==> src/rtl/uart_block_assembler_if.sv <==
// Byte-stream in / block-out bundle for uart_block_assembler.
// slave modport is the assembler; master modport is the UART RX + AES side.
interface uart_block_assembler_if #(
  parameter int unsigned BLOCK_BYTES = 16
);
  localparam int unsigned DATA_W = 8 * BLOCK_BYTES;
  localparam int unsigned CNT_W  = $clog2(BLOCK_BYTES + 1);

  logic              rx_dv_i;
  logic [7:0]        rx_byte_i;
  logic              blk_valid_o;
  logic [DATA_W-1:0] blk_data_o;
  logic              blk_ready_i;
  logic [CNT_W-1:0]  byte_cnt_o;
  logic              overrun_o;
  logic              timeout_o;

  modport slave (
    input  rx_dv_i, rx_byte_i, blk_ready_i,
    output blk_valid_o, blk_data_o, byte_cnt_o, overrun_o, timeout_o
  );

  modport master (
    output rx_dv_i, rx_byte_i, blk_ready_i,
    input  blk_valid_o, blk_data_o, byte_cnt_o, overrun_o, timeout_o
  );
endinterface

==> src/rtl/uart_block_assembler.sv <==
// Packs BLOCK_BYTES UART RX bytes into one block (first byte in MSBs) and
// offers it on a valid/ready handshake. Bytes arriving while a block is
// stalled are dropped and flagged on overrun_o.
// Optional feature macro: UART_ASM_TIMEOUT_EN -- discards a partial block
// after TIMEOUT_CLKS idle clocks and pulses timeout_o.
module uart_block_assembler #(
  parameter int unsigned BLOCK_BYTES  = 16,
  parameter int unsigned TIMEOUT_CLKS = 416680
) (
  input logic                  clk_i,
  input logic                  rst_i,
  uart_block_assembler_if.slave bus
);
  localparam int unsigned DATA_W = 8 * BLOCK_BYTES;
  localparam int unsigned CNT_W  = $clog2(BLOCK_BYTES + 1);

  // Parameter sanity: shift-register slicing needs at least two bytes
  if (BLOCK_BYTES < 2 || TIMEOUT_CLKS < 2) begin : g_param_check
    $error("uart_block_assembler: BLOCK_BYTES and TIMEOUT_CLKS must be >= 2");
  end

  typedef enum logic {COLLECT = 1'b0, HOLD = 1'b1} state_t;

  state_t            state_q, state_d;
  logic [DATA_W-1:0] data_q, data_d;
  logic [CNT_W-1:0]  cnt_q, cnt_d;
  logic              valid_q, valid_d;
  logic              overrun_q, overrun_d;
  logic [DATA_W-1:0] shifted;

`ifdef UART_ASM_TIMEOUT_EN
  localparam int unsigned IDLE_W = $clog2(TIMEOUT_CLKS);
  logic [IDLE_W-1:0] idle_q, idle_d;
  logic              timeout_q, timeout_d;
  logic              expire;
`endif

  assign shifted = {data_q[DATA_W-9:0], bus.rx_byte_i};

`ifdef UART_ASM_TIMEOUT_EN
  // Idle expiry: partial block present and the last allowed idle clock
  assign expire = (cnt_q != '0) && (idle_q == IDLE_W'(TIMEOUT_CLKS - 1));
`endif

  // State register and datapath registers
  always_ff @(posedge clk_i or posedge rst_i) begin
    if (rst_i) begin
      state_q   <= COLLECT;
      data_q    <= '0;
      cnt_q     <= '0;
      valid_q   <= 1'b0;
      overrun_q <= 1'b0;
    end else begin
      state_q   <= state_d;
      data_q    <= data_d;
      cnt_q     <= cnt_d;
      valid_q   <= valid_d;
      overrun_q <= overrun_d;
    end
  end

  // Next-state: collect bytes, hold a full block until it is taken
  always_comb begin
    state_d   = state_q;
    data_d    = data_q;
    cnt_d     = cnt_q;
    valid_d   = valid_q;
    overrun_d = 1'b0;
`ifdef UART_ASM_TIMEOUT_EN
    timeout_d = 1'b0;
`endif
    unique case (state_q)
      COLLECT: begin
        if (bus.rx_dv_i) begin
          data_d = shifted;
          if (cnt_q == CNT_W'(BLOCK_BYTES - 1)) begin
            cnt_d   = '0;
            state_d = HOLD;
            valid_d = 1'b1;
          end else begin
            cnt_d = cnt_q + CNT_W'(1);
          end
        end
`ifdef UART_ASM_TIMEOUT_EN
        else if (expire) begin
          cnt_d     = '0;
          timeout_d = 1'b1;
        end
`endif
      end
      HOLD: begin
        if (bus.blk_ready_i) begin
          state_d = COLLECT;
          valid_d = 1'b0;
          if (bus.rx_dv_i) begin
            data_d = shifted;
            cnt_d  = CNT_W'(1);
          end
        end else if (bus.rx_dv_i) begin
          overrun_d = 1'b1;
        end
      end
      default: state_d = COLLECT;
    endcase
  end

`ifdef UART_ASM_TIMEOUT_EN
  // Idle counter: runs only while a partial block waits for more bytes
  always_comb begin
    idle_d = '0;
    if (state_q == COLLECT && !bus.rx_dv_i && cnt_q != '0 && !expire) begin
      idle_d = idle_q + IDLE_W'(1);
    end
  end

  // Idle counter and timeout pulse registers
  always_ff @(posedge clk_i or posedge rst_i) begin
    if (rst_i) begin
      idle_q    <= '0;
      timeout_q <= 1'b0;
    end else begin
      idle_q    <= idle_d;
      timeout_q <= timeout_d;
    end
  end

  assign bus.timeout_o = timeout_q;
`else
  assign bus.timeout_o = 1'b0;
`endif

  assign bus.blk_valid_o = valid_q;
  assign bus.blk_data_o  = data_q;
  assign bus.byte_cnt_o  = cnt_q;
  assign bus.overrun_o   = overrun_q;
endmodule

==> src/flat_wrapper.sv <==
// flat-port wrapper written by rule: the top's interface ports become plain ports
module uart_block_assembler_flat 
#(
  parameter int unsigned BLOCK_BYTES  = 16,
  parameter int unsigned TIMEOUT_CLKS = 416680
)
  (clk_i, rst_i, bus_rx_dv_i, bus_rx_byte_i, bus_blk_ready_i, bus_blk_valid_o, bus_blk_data_o, bus_byte_cnt_o, bus_overrun_o, bus_timeout_o);
  uart_block_assembler_if #(.BLOCK_BYTES(BLOCK_BYTES)) bus_i ();
  input logic clk_i;
  input logic rst_i;
  input wire logic [$bits(bus_i.rx_dv_i)-1:0] bus_rx_dv_i;
  input wire logic [$bits(bus_i.rx_byte_i)-1:0] bus_rx_byte_i;
  input wire logic [$bits(bus_i.blk_ready_i)-1:0] bus_blk_ready_i;
  output wire logic [$bits(bus_i.blk_valid_o)-1:0] bus_blk_valid_o;
  output wire logic [$bits(bus_i.blk_data_o)-1:0] bus_blk_data_o;
  output wire logic [$bits(bus_i.byte_cnt_o)-1:0] bus_byte_cnt_o;
  output wire logic [$bits(bus_i.overrun_o)-1:0] bus_overrun_o;
  output wire logic [$bits(bus_i.timeout_o)-1:0] bus_timeout_o;
  assign bus_i.rx_dv_i = bus_rx_dv_i;
  assign bus_i.rx_byte_i = bus_rx_byte_i;
  assign bus_i.blk_ready_i = bus_blk_ready_i;
  assign bus_blk_valid_o = bus_i.blk_valid_o;
  assign bus_blk_data_o = bus_i.blk_data_o;
  assign bus_byte_cnt_o = bus_i.byte_cnt_o;
  assign bus_overrun_o = bus_i.overrun_o;
  assign bus_timeout_o = bus_i.timeout_o;
  uart_block_assembler #(.BLOCK_BYTES(BLOCK_BYTES), .TIMEOUT_CLKS(TIMEOUT_CLKS)) u_core (.clk_i(clk_i), .rst_i(rst_i), .bus(bus_i));
endmodule
==> config.mk <==
export PLATFORM = sky130hd
export DESIGN_NAME = uart_block_assembler_flat
export DESIGN_NICKNAME = d
export VERILOG_FILES = /design/src/rtl/uart_block_assembler_if.sv /design/src/rtl/uart_block_assembler.sv /design/src/flat_wrapper.sv
export SDC_FILE = /design/constraint.sdc
export NUM_CORES = 1
export LEC_CHECK = 0
export CAP_MARGIN = 0
export CELL_PAD_IN_SITES_DETAIL_PLACEMENT = 1
export CELL_PAD_IN_SITES_GLOBAL_PLACEMENT = 1
export CORE_ASPECT_RATIO = 0.8
export CORE_MARGIN = 2
export CORE_UTILIZATION = 40
export CTS_CLUSTER_DIAMETER = 30
export CTS_CLUSTER_SIZE = 28
export DETAILED_ROUTE_END_ITERATION = 8
export GPL_ROUTABILITY_DRIVEN = 0
export PLACE_DENSITY = 0.92
export SYNTH_ARGS = -nofsm -noshare
export SYNTH_HDL_FRONTEND = slang
export SYNTH_SLANG_ARGS = --single-unit
==> constraint.sdc <==
create_clock -name clk_i -period 12.4 [get_ports clk_i]
set_input_delay 2.48 -clock clk_i [delete_from_list [all_inputs] [get_ports clk_i]]
set_output_delay 2.48 -clock clk_i [all_outputs]
set_load 0.02 [all_outputs]
==> out/metrics.cfg, run 1 <==
[timing]
setup_tns_ns = 0
fin_crit_sh_pct = 33.2
finalHoldViolations = 0
rsz0062_at_grt = no
whs_ns = 0.501
fin_crit_ns = 4.12
finClkSkew_ns = 0.00639
max_freq_mhz = 243
worst_pin_slew_ns = 1.06
slew_violations = 0
final-setup-viol-count = 0
slew_headroom_pct = 29.6

[yosys]
synth-compound-area-share_pct = 1.29
yosysTopAreaCellShare_pct = 66.2
synthTopCellsByArea = dfrtp_1 (66%), mux2_2 (28%), buf_6 (1.8%)
synth_warnings = 0
synth-edff-count = 0
synth_cells = 305
synth_xor_area_share_pct = 0
synth-async-reset-ratio_pct = 100
synth_top_family_by_area = multiplexers
avgSynthCellArea_sq_um = 16.9
synth_cell_type_count = 25
synthFlopType = dfrtp_1
ys_seq_area_share_pct = 66.2
synth-simple-area-share_pct = 1.34
synth.cells.most_frequent = dfrtp_1 (136), mux2_2 (129), buf_6 (8)
post-synth-top-count-cell = dfrtp_1
yosys-mux-area-fraction_pct = 28.2
synth_nets = 318
syn_area_sq_mm = 0.00514
ys_ff_latch = 136
yosysTopAreaCell = dfrtp_1
synthAdderAreaFrac_pct = 0.243

[route]
wl_met1_mm = 4.55
drt_iter0_markers = 131
wl_met3_mm = 1.03
drt-wirelength-per-cell_microns = 18.5
vias = 3052
routed.top_layer = met4
routed-wl-met2_mm = 6.27
drt_first_pass_iters = 4
vias_per_cell = 4.74
drc_errors = 0
ant_nets = 0
drt-total-wl_mm = 11.9

[global_route]
grt_max_degree = 134
grt_overflow = 0
track_usage_pct = 18.3
grt_first_pass_wirelength_mm = 19.1
antenna_found_initial = 0
grt_pass1_vias = 3397

[clocking]
htree_num_levels = 4
clk_latency_ns = 0.41
post_cts_buffers = 0
cts-buffers-inserted = 17
ctsLongestPathBuffers = 2
cts_num_sinks = 136
path_clk_slew_ns = 0.05
tritoncts = built
holdBufCountCts = 0
root_buffer = clkbuf_16
cts_resized = 0

[placed_design]
dp_hpwl_mm = 7.83
numPortBuffers = 146
dp.cells = 612

[floorplanning]
die_w_microns = 131
num_io_pins = 148
dieArea_sq_mm = 0.0138
initial_core_util_pct = 40.5
row_count = 37
die_h_microns = 105
core_area_sq_mm = 0.0127

[worst_setup_path]
cp_slowest_stage_delay_ns = 0.62
crit_cells = 4
critPathTopFamily = simple AND/OR/NAND/NOR gates
cp_cell_sequence = clkdlybuf4s50_1 -> nand2b_2 -> nand2_8 -> mux2_2
critPathKind = input port to flip-flop
r2r_cells = 3
critical_path_arrival_ns = 4.40
crit_path_end_kind = flip-flop
r2r-start = u_core.state_q
crit_start = bus_blk_ready_i
r2r_setup_slack_ns = 10.41
cp_slowest_cell = nand2_8
cp-start-kind = input port
cp.required_ns = 12.69
path_buf_inv = 1
reg2reg_to = u_core.bus.blk_data_o[8]
crit_fanout = 133

[final_layout]
final_cells = 644
drive_gt1_share_pct = 35.0
n_antenna_cell = 0
fin_nets = 469
syn_to_final_growth_pct = 41.8

[min_path]
hp-class = flip-flop to flip-flop
hold_start = u_core.bus.blk_data_o[121]
holdPathEnd = u_core.bus.blk_data_o[121]
holdPathStages = 1

[power_and_ir_drop]
p_total_mw = 2.19
ir_drop_mv = 0.161
leakagePower_nw = 3.07
cellPowerDensity_mw_per_mm2 = 300

[flow_run]
maxCapViolations = 0

[run_status]
status = finished clean

## worst reg2reg max path, stage by stage (launching register included)
cell and delay [ns]:
dfrtp_1 0.44, nand2b_2 0.15, nand2_8 0.62, mux2_2 0.65
## where the power goes
group | total, mW | switching, mW | internal [mW]
registers | 0.797 | 0.158 | 0.639
clock network | 0.483 | 0.181 | 0.301
logic | 0.906 | 0.423 | 0.483
## layer usage
metal	track usage [%]	up-vias
li1	-	1384
met1	20.4	1568
met2	31.1	93
met3	9.54	7
met4	3.88	0
met5	0	-
## worst max-delay path by stage
stage                                      endpoint  slack [ns]
after floorplan            u_core.bus.blk_data_o[0]        6.28
after global placement    u_core.bus.blk_data_o[27]        7.99
after detailed placement  u_core.bus.blk_data_o[61]        7.94
after CTS                         bus_byte_cnt_o[2]        8.34
after global routing      u_core.bus.blk_data_o[96]        8.20
final                      u_core.bus.blk_data_o[8]        8.28
## kinds of logic after synthesis
group / Yosys count
DFF: 136
muxes: 129
buffers and inverters: 17
and+or+nand+nor: 13
AOI/OAI and AO/OA: 8
adders and majority gates: 1
other: 1
## per-stage QoR
stage               instance area (sq um)  setup WS (ns)  util (%)
floorplan                            5140           6.28         -
global placement                     6720           7.99      53.0
detailed placement                   6720           7.94      53.0
CTS                                  7290           8.34      57.5
global route                         7290           8.20      57.5
finish                               7290           8.28      57.5
## cell type report
cell class / count / area (sq um)
fillers: 1247 / 5390
repair buffers: 147 / 1470
flip-flops and latches: 136 / 3400
inverters: 2 / 12.5
well taps: 175 / 219
clock buffers: 25 / 505
multi-input cells: 152 / 1620
clock inverters: 7 / 66.3
## flip-flops by register name, summed over array words and instances (netlist names)
name,flops
u_core.state_q,1
u_core.bus.overrun_o,1
u_core.bus.blk_data_o,128
u_core.bus.blk_valid_o,1
u_core.bus.byte_cnt_o,5
## layout by cell type, fill, tap and decap left out, types with 2 or more instances in the layout
master           synthesis  layout
clkbuf_16                0      17
nand3_1                  2       2
clkinv_2                 0       4
clkbuf_1                 0       3
clkbuf_8                 0       5
mux2_2                 129     129
clkdlybuf4s50_1          0     146
nand2_1                  4       4
dfrtp_1                136     136
Power figures use the tool's default switching activity.
==> inputs of run 2 (changes only) <==
--- a/config.mk
+++ b/config.mk
@@ -10,12 +10,12 @@
 export CELL_PAD_IN_SITES_GLOBAL_PLACEMENT = 1
 export CORE_ASPECT_RATIO = 0.8
 export CORE_MARGIN = 2
-export CORE_UTILIZATION = 40
+export CORE_UTILIZATION = 35
 export CTS_CLUSTER_DIAMETER = 30
 export CTS_CLUSTER_SIZE = 28
 export DETAILED_ROUTE_END_ITERATION = 8
 export GPL_ROUTABILITY_DRIVEN = 0
-export PLACE_DENSITY = 0.92
+export PLACE_DENSITY = 0.86
 export SYNTH_ARGS = -nofsm -noshare
 export SYNTH_HDL_FRONTEND = slang
 export SYNTH_SLANG_ARGS = --single-unit
==> constraint.sdc (replaced) <==
create_clock -name clk_i -period 3.76 [get_ports clk_i]
set_input_delay 0.752 -clock clk_i [delete_from_list [all_inputs] [get_ports clk_i]]
set_output_delay 0.752 -clock clk_i [all_outputs]
set_load 0.02 [all_outputs]
==> out/metrics.cfg, run 2 (synthesis gave the netlist of run 1 again) <==
[run_status]
status = finished clean

[global_route]
track_usage_pct = 15.1
grt_overflow = 0
antenna_found_initial = 0
grt_first_pass_wirelength_mm = 18.4
grt_pass1_vias = 3343
grt_max_degree = 137

[timing]
max_freq_mhz = 422
final-setup-viol-count = 0
slew_violations = 0
setup_tns_ns = 0
fin_crit_ns = 2.37
finClkSkew_ns = 0.00653
rsz0062_at_grt = no
worst_pin_slew_ns = 0.984
slew_headroom_pct = 34.4
fin_crit_sh_pct = 63.1
whs_ns = 0.506
finalHoldViolations = 0

[route]
drt_iter0_markers = 124
drc_errors = 0
drt-total-wl_mm = 11.4
vias_per_cell = 4.66
routed.top_layer = met4
vias = 3040
ant_nets = 0
wl_met3_microns = 817
drt_first_pass_iters = 4
routed-wl-met2_mm = 5.72
wl_met1_mm = 4.72
drt-wirelength-per-cell_microns = 17.4

[final_layout]
regArea_sq_mm = 0.00340
multi_input_area_sq_mm = 0.00162
drive_gt1_share_pct = 35.4
fillCellCount = 1391
syn_to_final_growth_pct = 41.6
final_cells = 653
fin_nets = 469
final_common_cell = clkdlybuf4s50_1
final_cell_mix = clkdlybuf4s50_1 (146), dfrtp_1 (136), mux2_2 (129)
largest_reg_flops = 128
n_antenna_cell = 0

[clocking]
clk_latency_ns = 0.41
path_clk_slew_ns = 0.05
htree_num_levels = 4
holdBufCountCts = 0
root_buffer = clkbuf_16
cts_num_sinks = 136
ctsLongestPathBuffers = 2
cts_resized = 0
post_cts_buffers = 0
cts-buffers-inserted = 17
tritoncts = built

[floorplanning]
core_area_sq_mm = 0.0143
row_count = 39
initial_core_util_pct = 36.0
die_w_microns = 140
die_h_microns = 112
num_io_pins = 148
dieArea_sq_mm = 0.0157

[power_and_ir_drop]
leakagePower_nw = 3.04
ir_drop_mv = 0.536
cellPowerDensity_mw_per_mm2 = 971
p_total_mw = 7.07

[placed_design]
numPortBuffers = 146
dp.cells = 621
dp_hpwl_mm = 7.54

[worst_setup_path]
critPathKind = input port to flip-flop
cp_slowest_stage_delay_ns = 0.68
cp-start-kind = input port
critical_path_arrival_ns = 2.65
crit_fanout = 133
cp_cell_sequence = clkdlybuf4s50_1 -> nand2b_2 -> nand2_8 -> mux2_2
cp.required_ns = 4.04
crit_path_end_kind = flip-flop
cp_slowest_cell = nand2_8

[flow_run]
maxCapViolations = 0

[min_path]
hp-class = flip-flop to flip-flop

run 2: cell types whose count changed in the layout (fill, tap and decap cells not counted):
cell,delta
buf_12,+1
clkinvlp_4,+3
clkbuf_8,-3
clkinv_2,+2
bufinv_16,-1
buf_4,-1
inv_6,-1
clkinv_4,+2
clkbuf_1,-2
run 2: worst paths after layout:
path,startpoint,end,slack [ns],depth (start not counted)
worst max-delay path,bus_blk_ready_i,u_core.bus.blk_data_o[114],1.39,4
worst min-delay path,u_core.bus.blk_data_o[126],u_core.bus.blk_data_o[126],0.51,1
worst max register to register,u_core.state_q,u_core.bus.blk_data_o[114],1.82,3
worst min register to register,u_core.bus.blk_data_o[126],u_core.bus.blk_data_o[126],0.51,1
max in group asynchronous,rst_i,u_core.bus.blk_data_o[62],2.32,3
min in group asynchronous,rst_i,u_core.bus.blk_data_o[52],0.91,3
run 2: power by group:
| part | internal [mW] | switching [mW] | leakage, nW |
|---|---|---|---|
| clock network | 0.872 | 0.608 | 0.261 |
| logic | 1.59 | 1.36 | 1.17 |
| registers | 2.11 | 0.522 | 1.61 |
| total | 4.57 | 2.49 | 3.04 |
run 2: critical path, delay by kind of cell:
kind	cells	cell delay, ns
and+or+nand+nor	2	0.93
muxes	1	0.43
buffers and inverters	1	0.43
run 2: routing by layer:
layer	vias up	GRT usage, %
li1	1380	-
met4	0	4.04
met1	1559	18.3
met2	89	25.0
met5	-	0
met3	12	6.48
run 2: cell type report:
type / instances / share of cell area, %
multi-input combinational: 152 / 22.2
timing repair buffer: 147 / 20.4
sequential: 136 / 46.8
tap: 184 / 3.16
inverter: 2 / 0.155
clock inverter: 12 / 1.08
clock buffer: 20 / 6.27
run 2: metrics by stage:
step	setup WS, ns	area [sq um]	util, %
after floorplan	1.31	5150	-
after global placement	1.07	6740	47.2
after detailed placement	1.01	6740	47.2
after CTS	1.43	7280	50.9
after global routing	1.32	7280	50.9
final	1.39	7280	50.9
==> inputs of run 3 (changes only) <==
==> constraint.sdc (replaced) <==
create_clock -name clk_i -period 2 [get_ports clk_i]
set_input_delay 0.4 -clock clk_i [delete_from_list [all_inputs] [get_ports clk_i]]
set_output_delay 0.4 -clock clk_i [all_outputs]
set_load 0.02 [all_outputs]
==> out/metrics.cfg, run 3 (synthesis gave the netlist of run 1 again) <==
[timing]
fin_crit_ns = 1.90
rsz0062_at_grt = no
finalHoldViolations = 0
layout_setup_ws_ns = 0.0968
finClkSkew_ns = 0.00853
fin_crit_sh_pct = 95.2
slew_violations = 0
setup_tns_ns = 0
final-setup-viol-count = 0
max_freq_mhz = 525

[worst_setup_path]
r2r_cells = 4
critPathKind = flip-flop to primary output
cp-start-kind = flip-flop
r2r_setup_slack_ns = 0.48
cp.required_ns = 1.60
cp_slowest_stage_delay_ns = 0.64
path_buf_inv = 1
reg2reg_to = u_core.bus.blk_data_o[14]
cp_cell_sequence = clkdlybuf4s50_1
critPathTopFamily = buffers and inverters
critical_path_arrival_ns = 1.50
crit_fanout = 6
crit_path_end_kind = primary output
r2r-start = u_core.state_q
cp_slowest_cell = clkdlybuf4s50_1

[route]
vias = 3097
drt_iter0_markers = 77
ant_nets = 0
vias_per_cell = 4.68
drt-total-wl_mm = 12.0
drc_errors = 0
drt_first_pass_iters = 3
drt-wirelength-per-cell_microns = 18.1

[power_and_ir_drop]
p_int_mw = 8.76
cellPowerDensity_mw_per_mm2 = 1810
leakagePower_nw = 3.11
netSwitchingFraction_pct = 35.0
clockPowerShare_pct = 21.3
power.switching_mw = 4.71
p_total_mw = 13.5
comb_power_share_pct = 41.8
seqPwrFrac_pct = 36.9
ir_drop_mv = 0.921

[final_layout]
final_cell_mix = clkdlybuf4s50_1 (146), dfrtp_1 (136), mux2_2 (129)
largest_reg_flops = 128
syn_to_final_growth_pct = 44.5
final_common_cell = clkdlybuf4s50_1
drive_gt1_share_pct = 35.8
final_cells = 662
n_antenna_cell = 0
final_area_sq_mm = 0.00743
fin_nets = 478

[global_route]
grt_overflow = 0
met2_usage_pct = 27.2
grtUsageMet1_pct = 17.4
busiest_layer = met2
track_usage_pct = 15.7
grt_max_degree = 82
antenna_found_initial = 0
use_met3_pct = 7.51
grt_pass1_vias = 3508
grt_first_pass_wirelength_mm = 19.1

[clocking]
cts_resized = 0
clk_latency_ns = 0.41
holdBufCountCts = 0
ctsLongestPathBuffers = 2
cts-buffers-inserted = 17
cts_num_sinks = 136
path_clk_slew_ns = 0.06
htree_num_levels = 4
root_buffer = clkbuf_16
tritoncts = built
post_cts_buffers = 0

[floorplanning]
core_area_sq_mm = 0.0143
die_h_microns = 112
die_w_microns = 140
initial_core_util_pct = 36.0
dieArea_sq_mm = 0.0157
num_io_pins = 148
row_count = 39

[placed_design]
dp_hpwl_mm = 8.52
dp.cells = 630
numPortBuffers = 146
dpl_cell_area_sq_mm = 0.00689
preCtsSetupSlack_ns = 0.0130

[run_status]
status = finished clean

[flow_run]
maxCapViolations = 0

[min_path]
hp-class = input port to asynchronous set/reset pin

## run 3: changes by cell type in the layout (fill, tap and decap cells not counted), sizes merged
cell    before  now
clkbuf      20   24
clkinv       9    4
bufinv       0    1
buf          1   10
## run 3: worst max-delay path by stage
stage	from	to	slack (ns)	depth (start not counted)
finish	u_core.bus.byte_cnt_o[2]	bus_byte_cnt_o[2]	0.1	1
global route	u_core.bus.byte_cnt_o[2]	bus_byte_cnt_o[2]	0.03	1
CTS	u_core.bus.byte_cnt_o[2]	bus_byte_cnt_o[2]	0.07	1
detailed placement	bus_blk_ready_i	u_core.bus.blk_data_o[14]	0.01	5
global placement	bus_blk_ready_i	u_core.bus.blk_data_o[30]	0.06	5
floorplan	rst_i	u_core.bus.blk_data_o[0]	-0.09	1
## run 3: layout make-up
cell class	instances	area, sq um
Fill cell	1390	6870
Sequential cell	136	3400
Timing Repair Buffer	156	1620
Multi-Input combinational cell	152	1620
Clock buffer	24	472
Tap cell	184	230
Clock inverter	8	72.6
Inverter	2	11.3
## run 3: metal layers
metal	share of wire, %	up-vias
li1	-	1400
met1	40	1592
met2	52	92
met3	7.5	13
met4	1.2	0
met5	0	-
## run 3: power by group through the flow
stage | sequential [mW] | clock (mW) | combinational (mW)
after floorplan | 6.22 | 0 | 1.36
after detailed placement | 5.02 | 0 | 5.70
after global placement | 4.89 | 0 | 5.55
final | 4.97 | 2.87 | 5.64
after global routing | 5.15 | 3.07 | 5.93
after CTS | 5.00 | 2.97 | 5.73
## run 3: through the flow
step                      util (%)  hold WS, ns
after global placement        48.2        0.486
after detailed placement      48.2        0.499
final                         52.0        0.448
after floorplan                  -        0.502
after global routing          52.0        0.457
after CTS                     52.0        0.449
